**config.mk**
```make
export PLATFORM = sky130hd
export DESIGN_NAME = riffa_tx_chnl_arbiter
export DESIGN_NICKNAME = d
export VERILOG_FILES = /design/src/rtl/riffa_tx_chnl_arbiter.sv
export SDC_FILE = /design/constraint.sdc
export NUM_CORES = 1
export LEC_CHECK = 0
export BUFFER_PORTS_ARGS = -buffer_cell sky130_fd_sc_hd__buf_4
export CELL_PAD_IN_SITES_DETAIL_PLACEMENT = 0
export CELL_PAD_IN_SITES_GLOBAL_PLACEMENT = 1
export CORE_AREA = 5 5 383 385
export CTS_BUF_LIST = sky130_fd_sc_hd__clkbuf_16
export DETAILED_ROUTE_END_ITERATION = 7
export DIE_AREA = 0 0 388 390
export PLACE_DENSITY_LB_ADDON = 0.1
export SLEW_MARGIN = 20
export SYNTH_ARGS = -nofsm -noshare
export SYNTH_HDL_FRONTEND = slang
export SYNTH_SLANG_ARGS = --single-unit
```
**constraint.sdc**
```tcl
create_clock -name CLK -period 8.4 [get_ports CLK]
set_clock_uncertainty 0.1 [all_clocks]
set_input_delay 1.68 -clock CLK [delete_from_list [all_inputs] [get_ports CLK]]
set_output_delay 1.68 -clock CLK [all_outputs]
set_load 0.005 [all_outputs]
```
**src/rtl/riffa_tx_chnl_arbiter.sv**
```systemverilog
// riffa_tx_chnl_arbiter
// Shares one RIFFA TX channel (FPGA->host) among C_NUM_REQ requesters, each
// presenting a full RIFFA TX-side interface. Whole transactions are granted
// round-robin. The winner is muxed onto CHNL_TX_*, and ACK/DATA_REN are routed back
// to the winner only. Beats are counted against ceil(LEN/WPB) to find the end
// of a transaction.
//
// Ports
//   CLK, RST_N              clock, asynchronous active-low reset
//   REQ_TX*                 per-requester RIFFA TX inputs (slot i at [W*i +: W])
//   REQ_TX_ACK/DATA_REN     per-requester returns, granted slot only
//   CHNL_TX*                muxed RIFFA TX channel toward the host
//   CHNL_TX_ACK/DATA_REN    returns from RIFFA
//   GNT                     one-hot grant, 0 when idle
//   ABORT                   one-cycle pulse when the granted requester quits early
//
// state    | meaning
// ---------+--------------------------------------------------------------
// IDLE     | no grant; pick next requester starting at the rr pointer
// WAIT_ACK | CHNL_TX up with granted LEN/OFF/LAST, waiting for RIFFA ACK
// XFER     | counting beats until need is reached or the requester drops
// DONE     | one cycle with CHNL_TX low; advance rr pointer, release grant
module riffa_tx_chnl_arbiter #(
    parameter int C_PCI_DATA_WIDTH = 128,
    parameter int C_NUM_REQ        = 4
) (
    input  logic                                  CLK,
    input  logic                                  RST_N,
    input  logic [C_NUM_REQ-1:0]                  REQ_TX,
    input  logic [C_NUM_REQ-1:0]                  REQ_TX_LAST,
    input  logic [32*C_NUM_REQ-1:0]               REQ_TX_LEN,
    input  logic [31*C_NUM_REQ-1:0]               REQ_TX_OFF,
    input  logic [C_PCI_DATA_WIDTH*C_NUM_REQ-1:0] REQ_TX_DATA,
    input  logic [C_NUM_REQ-1:0]                  REQ_TX_DATA_VALID,
    output logic [C_NUM_REQ-1:0]                  REQ_TX_ACK,
    output logic [C_NUM_REQ-1:0]                  REQ_TX_DATA_REN,
    output logic                                  CHNL_TX,
    output logic                                  CHNL_TX_LAST,
    output logic [31:0]                           CHNL_TX_LEN,
    output logic [30:0]                           CHNL_TX_OFF,
    output logic [C_PCI_DATA_WIDTH-1:0]           CHNL_TX_DATA,
    output logic                                  CHNL_TX_DATA_VALID,
    input  logic                                  CHNL_TX_ACK,
    input  logic                                  CHNL_TX_DATA_REN,
    output logic [C_NUM_REQ-1:0]                  GNT,
    output logic                                  ABORT
);

    localparam int W       = C_PCI_DATA_WIDTH;
    localparam int N       = C_NUM_REQ;
    localparam int WPB     = C_PCI_DATA_WIDTH / 32;
    localparam int WPB_LOG = $clog2(WPB);
    localparam int IW      = $clog2(C_NUM_REQ);
    localparam logic [32:0] WPB_M1 = 33'(WPB - 1);

    typedef enum logic [1:0] {
        S_IDLE     = 2'd0,
        S_WAIT_ACK = 2'd1,
        S_XFER     = 2'd2,
        S_DONE     = 2'd3
    } state_t;

    state_t          state_q, state_d;
    logic [N-1:0]    gnt_q, gnt_d;
    logic [IW-1:0]   idx_q, idx_d;
    logic [IW-1:0]   rr_q, rr_d;
    logic [31:0]     need_q, need_d;
    logic [30:0]     cnt_q, cnt_d;
    logic            abort_q, abort_d;

    logic            pick_vld;
    logic [IW-1:0]   pick_idx;
    logic [31:0]     pick_len;
    int              pick_j;
    logic [32:0]     need_sum;
    logic [32:0]     need_shr;
    logic [31:0]     need_new;

    logic            mux_last;
    logic [31:0]     mux_len;
    logic [30:0]     mux_off;
    logic [W-1:0]    mux_data;
    logic            mux_vld;

    logic            active;
    logic            beat;
    logic            req_g;
    logic [30:0]     cnt_inc;
    logic            cnt_hit;

    // Round-robin search starting at rr_q, wrapping N-1 -> 0.
    always_comb begin
        pick_vld = 1'b0;
        pick_idx = '0;
        pick_len = '0;
        pick_j   = 0;
        for (int k = 0; k < N; k++) begin
            pick_j = int'(rr_q) + k;
            if (pick_j >= N) pick_j = pick_j - N;
            if (!pick_vld && REQ_TX[pick_j]) begin
                pick_vld = 1'b1;
                pick_idx = IW'(pick_j);
                pick_len = REQ_TX_LEN[32*pick_j +: 32];
            end
        end
    end

    // ceil(LEN/WPB) with a 33-bit sum so LEN near 2^32 does not wrap.
    assign need_sum = {1'b0, pick_len} + WPB_M1;
    assign need_shr = need_sum >> WPB_LOG;
    assign need_new = need_shr[31:0];

    // AND-OR mux keyed on the one-hot grant; everything is 0 with no grant.
    always_comb begin
        mux_last = 1'b0;
        mux_len  = '0;
        mux_off  = '0;
        mux_data = '0;
        mux_vld  = 1'b0;
        for (int i = 0; i < N; i++) begin
            if (gnt_q[i]) begin
                mux_last = mux_last | REQ_TX_LAST[i];
                mux_len  = mux_len  | REQ_TX_LEN[32*i +: 32];
                mux_off  = mux_off  | REQ_TX_OFF[31*i +: 31];
                mux_data = mux_data | REQ_TX_DATA[W*i +: W];
                mux_vld  = mux_vld  | REQ_TX_DATA_VALID[i];
            end
        end
    end

    assign active             = (state_q == S_WAIT_ACK) || (state_q == S_XFER);
    assign CHNL_TX            = active;
    assign CHNL_TX_LAST       = mux_last & active;
    assign CHNL_TX_LEN        = active ? mux_len : '0;
    assign CHNL_TX_OFF        = active ? mux_off : '0;
    assign CHNL_TX_DATA       = mux_data;
    assign CHNL_TX_DATA_VALID = mux_vld & active;
    assign REQ_TX_ACK         = gnt_q & {N{CHNL_TX_ACK && (state_q == S_WAIT_ACK)}};
    assign REQ_TX_DATA_REN    = gnt_q & {N{CHNL_TX_DATA_REN && active}};
    assign GNT                = gnt_q;
    assign ABORT              = abort_q;

    assign beat  = CHNL_TX_DATA_VALID & CHNL_TX_DATA_REN;
    assign req_g = |(REQ_TX & gnt_q);

    // Counter saturates at need so beats past the end cannot wrap it.
    always_comb begin
        cnt_inc = cnt_q;
        if (beat && ({1'b0, cnt_q} < need_q)) cnt_inc = cnt_q + 31'd1;
        cnt_hit = ({1'b0, cnt_inc} >= need_q);
    end

    always_comb begin
        state_d = state_q;
        gnt_d   = gnt_q;
        idx_d   = idx_q;
        rr_d    = rr_q;
        need_d  = need_q;
        cnt_d   = cnt_q;
        abort_d = 1'b0;
        case (state_q)
            S_IDLE: begin
                cnt_d = '0;
                if (pick_vld) begin
                    gnt_d           = '0;
                    gnt_d[pick_idx] = 1'b1;
                    idx_d           = pick_idx;
                    need_d          = need_new;
                    state_d         = S_WAIT_ACK;
                end
            end
            S_WAIT_ACK: begin
                // A beat alongside ACK is legal and counts here.
                cnt_d = cnt_inc;
                if (CHNL_TX_ACK) begin
                    state_d = cnt_hit ? S_DONE : S_XFER;
                end else if (!req_g) begin
                    gnt_d   = '0;
                    state_d = S_IDLE;
                end
            end
            S_XFER: begin
                cnt_d = cnt_inc;
                if (cnt_hit) begin
                    state_d = S_DONE;
                end else if (!req_g) begin
                    abort_d = 1'b1;
                    state_d = S_DONE;
                end
            end
            S_DONE: begin
                gnt_d   = '0;
                rr_d    = (idx_q == IW'(N - 1)) ? '0 : idx_q + IW'(1);
                state_d = S_IDLE;
            end
            default: state_d = S_IDLE;
        endcase
    end

    always_ff @(posedge CLK or negedge RST_N) begin
        if (!RST_N) begin
            state_q <= S_IDLE;
            gnt_q   <= '0;
            idx_q   <= '0;
            rr_q    <= '0;
            need_q  <= '0;
            cnt_q   <= '0;
            abort_q <= 1'b0;
        end else begin
            state_q <= state_d;
            gnt_q   <= gnt_d;
            idx_q   <= idx_d;
            rr_q    <= rr_d;
            need_q  <= need_d;
            cnt_q   <= cnt_d;
            abort_q <= abort_d;
        end
    end

endmodule

```
Word-level counts from Yosys, hierarchy flattened
Index checks and enable logic that the tools add are counted.
{"block": "totals", "regBits": 73, "latch_bits": 0, "ramBits": 0, "mem_bits_ro": 0, "input_bits": 780, "output_inout_bits": 207, "elab_cells": 151, "n_memories": 0}
{"block": "op_classes", "addsub": 10, "mul": 0, "div_mod_pow": 0, "order_cmp": 12, "eq_ne": 9, "shift": 4, "mux": 69, "n_bitwise": 21, "n_reduce_logical": 19}
{"cell": "128-bit 2-to-1 mux", "n": 4}
{"cell": "128-bit by 32-bit variable part select with 32-bit output", "n": 4}
{"cell": "32-bit 2-to-1 mux", "n": 13}
{"cell": "128-bit bitwise OR", "n": 3}
{"cell": "31-bit 2-to-1 mux", "n": 6}
{"cell": "32-bit by 4-bit less-than comparator with 1-bit output (second input constant)", "n": 4}
{"cell": "32-bit bitwise OR", "n": 3}
{"cell": "31-bit bitwise OR", "n": 3}
{"cell": "31-bit one-hot mux with 2 select lines", "n": 1}
{"cell": "32-bit by 2-bit adder with 33-bit output (second input constant)", "n": 1}
{"cell": "31-bit by 1-bit adder with 31-bit output (second input constant)", "n": 1}
{"cell": "31-bit >= comparator", "n": 1}
{"cell": "31-bit less-than comparator", "n": 1}
{"cell": "1-bit 2-to-1 mux", "n": 25}
{"cell": "2-bit 2-to-1 mux", "n": 10}
{"cell": "4-bit AND", "n": 3}
{"cell": "4-bit 2-to-1 mux", "n": 3}
{"cell": "4-bit one-hot mux with 3 select lines", "n": 1}
{"cell": "3-bit by 3-bit subtractor with 4-bit output (second input constant)", "n": 3}
{"cell": "3-bit >= comparator (second input constant)", "n": 3}
{"cell": "1-bit binary-select mux with 2-bit select", "n": 4}
{"cell": "2-bit one-hot mux with 4 select lines", "n": 1}
{"cell": "1-bit logical AND", "n": 7}
{"cell": "2-bit by 2-bit adder with 3-bit output (second input constant)", "n": 2}
{"cell": "other kinds (23)", "n": 37}

Logic depth before layout (Yosys ltp)
Gate-level depths: netlist (run 1).
{"block": "depth", "depth_word": 21, "depth_mapped": 26}

Worst setup path before layout (run 1)
Ideal clock, no wire load.
{"block": "synth_path", "path_kind": "reg2reg", "startpoint": "register rr_q[0]", "endpoint": "register need_q[23]", "t_arrival_ns": 6.550, "required_ns": 8.170, "path_slack_ns": 1.620, "stages_incl_launch_ff": 25, "n_path_buf": 12, "synth_period_minus_slack_ns": 6.780, "path_cell_list": "dfrtp_1 > buf_6 > buf_4 > buf_2 > buf_2 > buf_2 > buf_4 > buf_2 > buf_2 > buf_2 > inv_1 > ha_1 > buf_6 > mux4_2 > or3_4 > or2_1 > buf_6 > o32a_1 > or4_1 > or3b_1 > buf_6 > or4_4 > nor2_2 > xor2_1 > o21ai_1"}
{"block": "synth_via", "elab_chain_cells": 16, "elab_cells_between_ends": 47, "cone_classes": "8 x add/sub; 4 x order compare; 4 x shift; 24 x mux; 7 x reduce/logical"}
{"element": "from (decl)", "line": "66", "rtl": "logic [IW-1:0] rr_q, rr_d;"}
{"element": "from (signal assigned)", "line": "213", "rtl": "rr_q <= rr_d;"}
{"element": "branches (longest 16 deep; another with 32-bit by 2-bit adder with 33-bit output)"}
{"element": "to (signal assigned)", "line": "214", "rtl": "need_q <= need_d;"}
{"element": "to (decl)", "line": "67", "rtl": "logic [31:0] need_q, need_d;"}
Several ways; the timed one is not identified. The select of a mux whose other input is x is not followed.
A chain may end at the register's enable or synchronous reset.

Worst setup path in the final report (run 1)
Ends and elaborated chain as after synthesis.

==> results of run 1 <==
[cells in the mapped netlist (4+ instances only)]
master	count	area (um^2)
clkbuf_1	149	559
a22oi_1	390	2930
buf_1	10	37.5
and2_1	8	50.1
a21oi_1	41	205
o311ai_0	25	219
nand4_1	16	100
a32oi_1	12	105
nand2b_1	10	62.6
o221ai_1	16	140
a21o_1	33	248
ha_1	73	913
mux2i_1	48	480
o22a_1	6	52.6
mux2_2	23	259
o32a_1	9	90.1
nand3_1	28	140
nor2b_1	8	50.1
or2_2	8	50.1
xor2_1	18	158
nand2_1	245	920
dfrtp_1	73	1830
a211o_1	16	140
nor2_1	55	206
a211oi_1	18	135
a31oi_1	4	25.0
a21boi_0	64	480
o22ai_1	9	56.3
o21a_1	5	37.5
o21ai_1	8	40.0
or4_1	5	37.5
nor4_1	5	31.3
and4_1	5	43.8
nor3_1	20	100
inv_1	51	191
a22o_1	6	52.6
o21ai_0	42	210
mux4_2	98	2210
buf_2	22	110
xnor2_1	39	342
o211ai_1	20	150
and3_1	8	50.1
buf_6	4	45.0
or3_1	5	31.3
a221o_1	11	110
[stage by stage]
step	setup WS [ns]	power, mW	hold WS, ns	instance area, um^2	cells
2_1_floorplan	1.62	3.80	0.349	14700	1796
3_3_place_gp	1.56	6.58	0.371	24000	4529
3_5_place_dp	1.57	6.54	0.370	24000	4529
4_1_cts	1.90	6.97	0.386	24300	4545
5_1_grt	1.59	7.40	0.426	24300	4553
6_report	2.03	6.83	0.380	24400	4572
[state kept, by name (all words and copies together) (netlist names), named ones only]
| signal | flops |
|---|---|
| state_q | 1 |
| ABORT | 1 |
| cnt_q | 31 |
| GNT | 4 |
| rr_q | 2 |
| idx_q | 2 |
| need_q | 31 |
[layer usage]
metal / global-route usage, % / up-vias
met5: 0 / -
met4: 2.63 / 38
met3: 8.97 / 92
met2: 25.2 / 826
met1: 20.7 / 9564
li1: - / 8861
[worst paths after layout]
check	cells past startpoint	slack [ns]	from	endpoint
worst min register to register	2	0.38	need_q[7]	need_q[7]
worst max-delay path	12	2.03	rr_q[0]	need_q[23]
worst max register to register	12	2.03	rr_q[0]	need_q[23]
max in group asynchronous	2	5.84	RST_N	rr_q[0]
worst min-delay path	2	0.38	need_q[7]	need_q[7]
min in group asynchronous	1	1.08	RST_N	cnt_q[1]
[where the power goes]
part           internal (mW)  switching, mW
registers              0.457          0.201
logic                   2.44           3.34
clock network          0.203          0.194
[cells by family (layout without fill, tap and decap cells)]
group                      count (synthesis)  in the layout
muxes                                    169            169
AOI/OAI and AO/OA                        748            748
xor gates and xnor gates                  57             57
adders and majority gates                 73             73
other                                      0             27
DFF                                       73             73
buffers and inverters                    238           1084
and+or+nand+nor                          438            438
[area by class of cell]
| class | count | share of cell area [%] |
|---|---|---|
| clock inverter | 7 | 0.226 |
| multi-input combinational | 1485 | 49.0 |
| sequential | 73 | 7.57 |
| timing repair buffer | 1017 | 31.5 |
| inverter | 51 | 0.785 |
| clock buffer | 9 | 0.924 |
| tap | 1903 | 9.77 |
| antenna | 27 | 0.277 |
[worst register-to-register path: stages (launching register included)]
cell      delay [ns]
dfrtp_4         1.02
inv_1           0.30
ha_4            0.74
mux4_2          0.74
or3_4           0.46
or2_1           0.44
o32a_1          0.30
a211oi_1        0.58
or3b_1          0.62
or4_4           0.62
nor2_2          0.10
xor2_1          0.15
o21ai_1         0.07
==> key figures, run 1 <==
Die
  – Die ar.: 151000 um^2
  – Total core area: 143000 um^2
  – Initial cell density of the core: 10.3%
  – Row cnt: 139
  – Die H: 390 um
  – Boundary Pins: 987
  – Die Width: 388 um

Drt
  – Post-route ant nets: 0
  – Via density: 4.24
  – DRC Markers: 0
  – Routed length on met2: 58700 um
  – Drt wl/cell: 29.1 um
  – Detailed Routing Iterations Pass 1: 5
  – Top sig layer: met5
  – Vias: 19400
  – Detailed Route Iter0 Violations: 1388
  – Met1 Wirelength: 55500 um
  – Drt total wl: 133000 um
  – Met3 WL post-DR: 17100 um

Synth
  – Avg Inst Size Synth: 8.17 um^2
  – Simple-Gate Fraction of Synth Area: 13.5%
  – XOR/XNOR Fraction of Synth Area: 3.40%
  – Netlist Area Pre-Place: 14700 um^2
  – Post-synth EDFFs: 0
  – Post-Synth Adder-Cell Area: 6.23%
  – Synth warn: 0
  – Mapped Cells: 1796
  – Register area share after synthesis: 12.5%
  – Post-synthesis mux area share: 20.1%
  – Largest family of logic cells by synthesized area: compound AO/OA/AOI/OAI gates
  – Post-synth top flop: dfrtp_1
  – Net count after synthesis: 2649
  – Synth unique cells: 63
  – Asr flop ratio synth: 100%
  – Yosys reg bits: 73
  – Synth Area in Compound Gates: 37.8%

Final layout
  – Multi-input gate area in the final layout: 11900 um^2
  – Layout overhead on the synthesized area: 66.2%
  – Commonest non-fill, non-tap cell in the layout: buf_4
  – Util after Layout: 17.1%
  – Fillcell total: 16300
  – Most frequent cells in the layout: buf_4 (1014), a22oi_1 (390), nand2_1 (245)
  – Share of cells above drive strength 1: 44.6%
  – FF+latch area: 1850 um^2
  – Total Nets Final: 3490

Timing
  – Fin crit period: 6.37 ns
  – Pins over their slew limit: 0
  – Achievable Freq: 157 MHz
  – Max-slew headroom: 33.1%
  – Count of final hold-check violations: 0
  – RSZ-0062 raised after global routing: no
  – Endpoints failing setup: 0
  – Setup tns final: 0 ns
  – Fin crit share: 75.9%
  – Worst slew pin tran: 0.995 ns

Power
  – Worst vdd rail ir drop: 0.000143 V
  – Power per standard cell area: 280 nW/um^2
  – Leak pwr: 10.6 nW

GRT
  – Global-route wire length before repair: 176000 um
  – Vias in the first global route: 19700
  – Tot GR Track Use: 16.5%
  – Grt total ovfl: 0
  – Largest net degree at the start of global routing: 121
  – Initial antenna violation count: 66

Run
  – Max Cap Viol: 0

CTS
  – Clock buffer depth: 2
  – # Post-CTS Setup Buffers: 0
  – Post-CTS sizing: 0
  – # hold bufs at CTS: 0
  – Clock Latency Late Sink: 0.37 ns
  – Worst-path clk slew: 0.07 ns
  – CTS Buf Count: 9
  – CTS tree: built
  – CTS Root Buffer Type: clkbuf_16
  – Clock sinks: 73
  – H-tree depth: 3

Placed design
  – GPL Wtd Cong: 0.877
  – IO Port Bufs: 986
  – Detail Placement HPWL: 110000 um

Worst setup path
  – Crit path max-delay family: simple AND/OR/NAND/NOR gates
  – Crit end category: register
  – CP Class: reg2reg
  – Max incr delay on CP: 1.02 ns
  – Slowest-stage cell, CP: dfrtp_4
  – Crit-path max FO: 57
  – Cell chain of the critical path: inv_1 > ha_4 > mux4_2 > or3_4 > or2_1 > o32a_1 > a211oi_1 > or3b_1 > or4_4 > nor2_2 > xor2_1 > o21ai_1
  – Required time of the critical path: 8.53 ns
  – CP Buf/Inv Count: 1
  – Crit path DAT: 6.50 ns
  – Setup crit start kind: register

Run status
  – Status: finished clean

Min path
  – Class of the worst hold path: reg2reg
(Power assumes the default switching activity.)
==> run 2: changes to the inputs <==
CORE_AREA = 5 5 381 383   (was 5 5 383 385)
DIE_AREA = 0 0 386 388   (was 0 0 388 390)
clock period = 5.8 ns   (was 8.4 ns; I/O delays follow)
==> run 2 against run 1 <==
Compared with the run above: critical path type unchanged; clock-buffer cell count stayed put; largest cell class unchanged; global-route usage rose by 1.4 points; via count is 2.1% higher; critical endpoint is now state_q[0]; clock power increased by 64%.
==> key figures, run 2 (synthesis results as in run 1) <==
Run status
  – Status: finished clean (unchanged)

GRT
  – Grt total ovfl: 0 (unchanged)
  – Tot GR Track Use: 17.9% (was 16.5%)
  – Initial antenna violation count: 64 (was 66)
  – Largest net degree at the start of global routing: 99 (was 121)
  – Vias in the first global route: 20300 (was 19700)
  – Global-route wire length before repair: 185000 um (was 176000 um)

Drt
  – Via density: 4.31 (was 4.24)
  – Detailed Route Iter0 Violations: 1454 (was 1388)
  – Post-route ant nets: 0 (unchanged)
  – Drt wl/cell: 30.8 um (was 29.1 um)
  – Vias: 19800 (was 19400)
  – DRC Markers: 0 (unchanged)
  – Drt total wl: 141000 um (was 133000 um)
  – Detailed Routing Iterations Pass 1: 5 (unchanged)

Worst setup path
  – Crit path max-delay family: compound AO/OA/AOI/OAI gates (was simple AND/OR/NAND/NOR gates)
  – CP Class: reg2reg (unchanged)
  – Slowest-stage cell, CP: dfrtp_1 (was dfrtp_4)
  – CP Buf/Inv Count: 1 (unchanged)
  – Cell chain of the critical path: ha_1 > a21o_1 > a21o_1 > a21o_1 > a21o_1 > a21oi_1 > o2111ai_1 > a31oi_1 > o21ai_2 > buf_4 > or2_2 > xnor2_1 > ha_1 > a21o_1 > a21o_1 > a21oi_1 > o21ai_0 > a211oi_1 > o21a_1 > o211ai_1 > a221o_1 > a32o_1 (was inv_1 > ha_4 > mux4_2 > or3_4 > or2_1 > o32a_1 > a211oi_1 > or3b_1 > or4_4 > nor2_2 > xor2_1 > o21ai_1)
  – CP most frequent cell: a21o_1
  – Crit path DAT: 5.55 ns (was 6.50 ns)
  – Max incr delay on CP: 0.44 ns (was 1.02 ns)
  – Setup crit start kind: register (unchanged)
  – Required time of the critical path: 5.96 ns (was 8.53 ns)
  – Crit-path max FO: 6 (was 57)
  – Crit end category: register (unchanged)

Timing
  – Fin crit period: 5.39 ns (was 6.37 ns)
  – Count of final hold-check violations: 0 (unchanged)
  – RSZ-0062 raised after global routing: no (unchanged)
  – Fin crit share: 92.9% (was 75.9%)
  – Worst slew pin tran: 1.43 ns (was 0.995 ns)
  – Pins over their slew limit: 0 (unchanged)
  – Achievable Freq: 186 MHz (was 157 MHz)
  – Max-slew headroom: 3.64% (was 33.1%)
  – Endpoints failing setup: 0 (unchanged)
  – Setup tns final: 0 ns (unchanged)

Min path
  – Class of the worst hold path: reg2reg (unchanged)

Placed design
  – IO Port Bufs: 986 (unchanged)
  – Area of placed instances: 24400 um^2 (was 24000 um^2)
  – Detail Placement HPWL: 118000 um (was 110000 um)
  – GPL Wtd Cong: 0.890 (was 0.877)

CTS
  – CTS Buf Count: 9 (unchanged)
  – Clock buffer depth: 2 (unchanged)
  – CTS tree: built (unchanged)
  – Clock sinks: 73 (unchanged)
  – # Post-CTS Setup Buffers: 0 (unchanged)
  – Post-CTS sizing: 0 (unchanged)
  – H-tree depth: 3 (unchanged)
  – Clock Latency Late Sink: 0.37 ns (about the same)
  – CTS Root Buffer Type: clkbuf_16 (unchanged)
  – # hold bufs at CTS: 0 (unchanged)
  – Worst-path clk slew: 0.07 ns (about the same)

Run
  – Max Cap Viol: 0 (unchanged)

Die
  – Die H: 388 um (was 390 um)
  – Total core area: 141000 um^2 (was 143000 um^2)
  – Die ar.: 150000 um^2 (was 151000 um^2)
  – Die Width: 386 um (was 388 um)
  – Boundary Pins: 987 (unchanged)
  – Initial cell density of the core: 10.4% (was 10.3%)
  – Row cnt: 138 (was 139)

Power
  – Power per standard cell area: 414 nW/um^2 (was 280 nW/um^2)
  – Leak pwr: 10.8 nW (was 10.6 nW)
  – Worst vdd rail ir drop: 0.000356 V (was 0.000143 V)

Final layout
  – Share of cells above drive strength 1: 45.6% (was 44.6%)
  – Final design instance area without fill: 24700 um^2 (was 24400 um^2)
  – Commonest non-fill, non-tap cell in the layout: buf_4 (unchanged)
  – Layout overhead on the synthesized area: 68.4% (was 66.2%)
  – Most frequent cells in the layout: buf_4 (1061), a22oi_1 (390), nand2_1 (245) (was buf_4 (1014), a22oi_1 (390), nand2_1 (245))
  – Total Nets Final: 3537 (was 3490)
[run 2: changes by cell type in the layout (fill, tap and decap cells not counted), sizes merged]
cell      previous run  this run
buf               1017      1064
bufinv               0         2
clkinv               4         2
clkinvlp             2         3
diode               27         9
inv                 52        51
[run 2: area by class of cell]
type / count / area [um^2]
Antenna cell: 9 / 22.5
Timing Repair Buffer: 1064 / 8030
Sequential cell: 73 / 1850
Inverter: 51 / 194
Multi-Input combinational cell: 1485 / 11900
Clock inverter: 7 / 95.1
Fill cell: 15900 / 116000
Clock buffer: 9 / 225
Tap cell: 1890 / 2360
[run 2: through the flow]
| step | power [mW] | hold slack [ns] | worst slack [ns] | instances | util [%] |
|---|---|---|---|---|---|
| floorplan | 5.57 | 0.349 | -0.0268 | 1796 | - |
| global placement | 9.83 | 0.372 | 0.219 | 4563 | 17.3 |
| detailed placement | 9.81 | 0.374 | 0.0929 | 4563 | 17.3 |
| CTS | 10.5 | 0.389 | 0.263 | 4579 | 17.5 |
| global route | 11.1 | 0.398 | 0.0574 | 4583 | 17.5 |
| finish | 10.2 | 0.382 | 0.411 | 4588 | 17.5 |
[run 2: layer usage]
metal	wire length, um	GRT usage, %
met5	42	0
met4	1880	2.24
met3	11400	5.35
met2	70200	31.5
met1	58000	21.9
[run 2: power by group]
| group | total [mW] | internal [mW] | leakage, nW | switching [mW] |
|---|---|---|---|---|
| sequential | 0.784 | 0.664 | 0.950 | 0.120 |
| clock | 0.650 | 0.377 | 0.145 | 0.273 |
| combinational | 8.80 | 3.66 | 9.73 | 5.14 |
| total | 10.2 | 4.71 | 10.8 | 5.53 |
[run 2: worst min-delay path, stage by stage, from the launching register on]
cell and delay (ns):
dfrtp_1 0.35, nand2_1 0.05, o21ai_0 0.06
[run 2: final timing paths]
path | cells after the start | startpoint | slack [ns] | endpoint
max | 22 | cnt_q[16] | 0.41 | state_q[0]
min | 2 | need_q[7] | 0.38 | need_q[7]
max reg2reg | 22 | cnt_q[16] | 0.41 | state_q[0]
min reg2reg | 2 | need_q[7] | 0.38 | need_q[7]
max in group asynchronous | 2 | RST_N | 3.92 | GNT[0]
min in group asynchronous | 1 | RST_N | 0.74 | need_q[24]
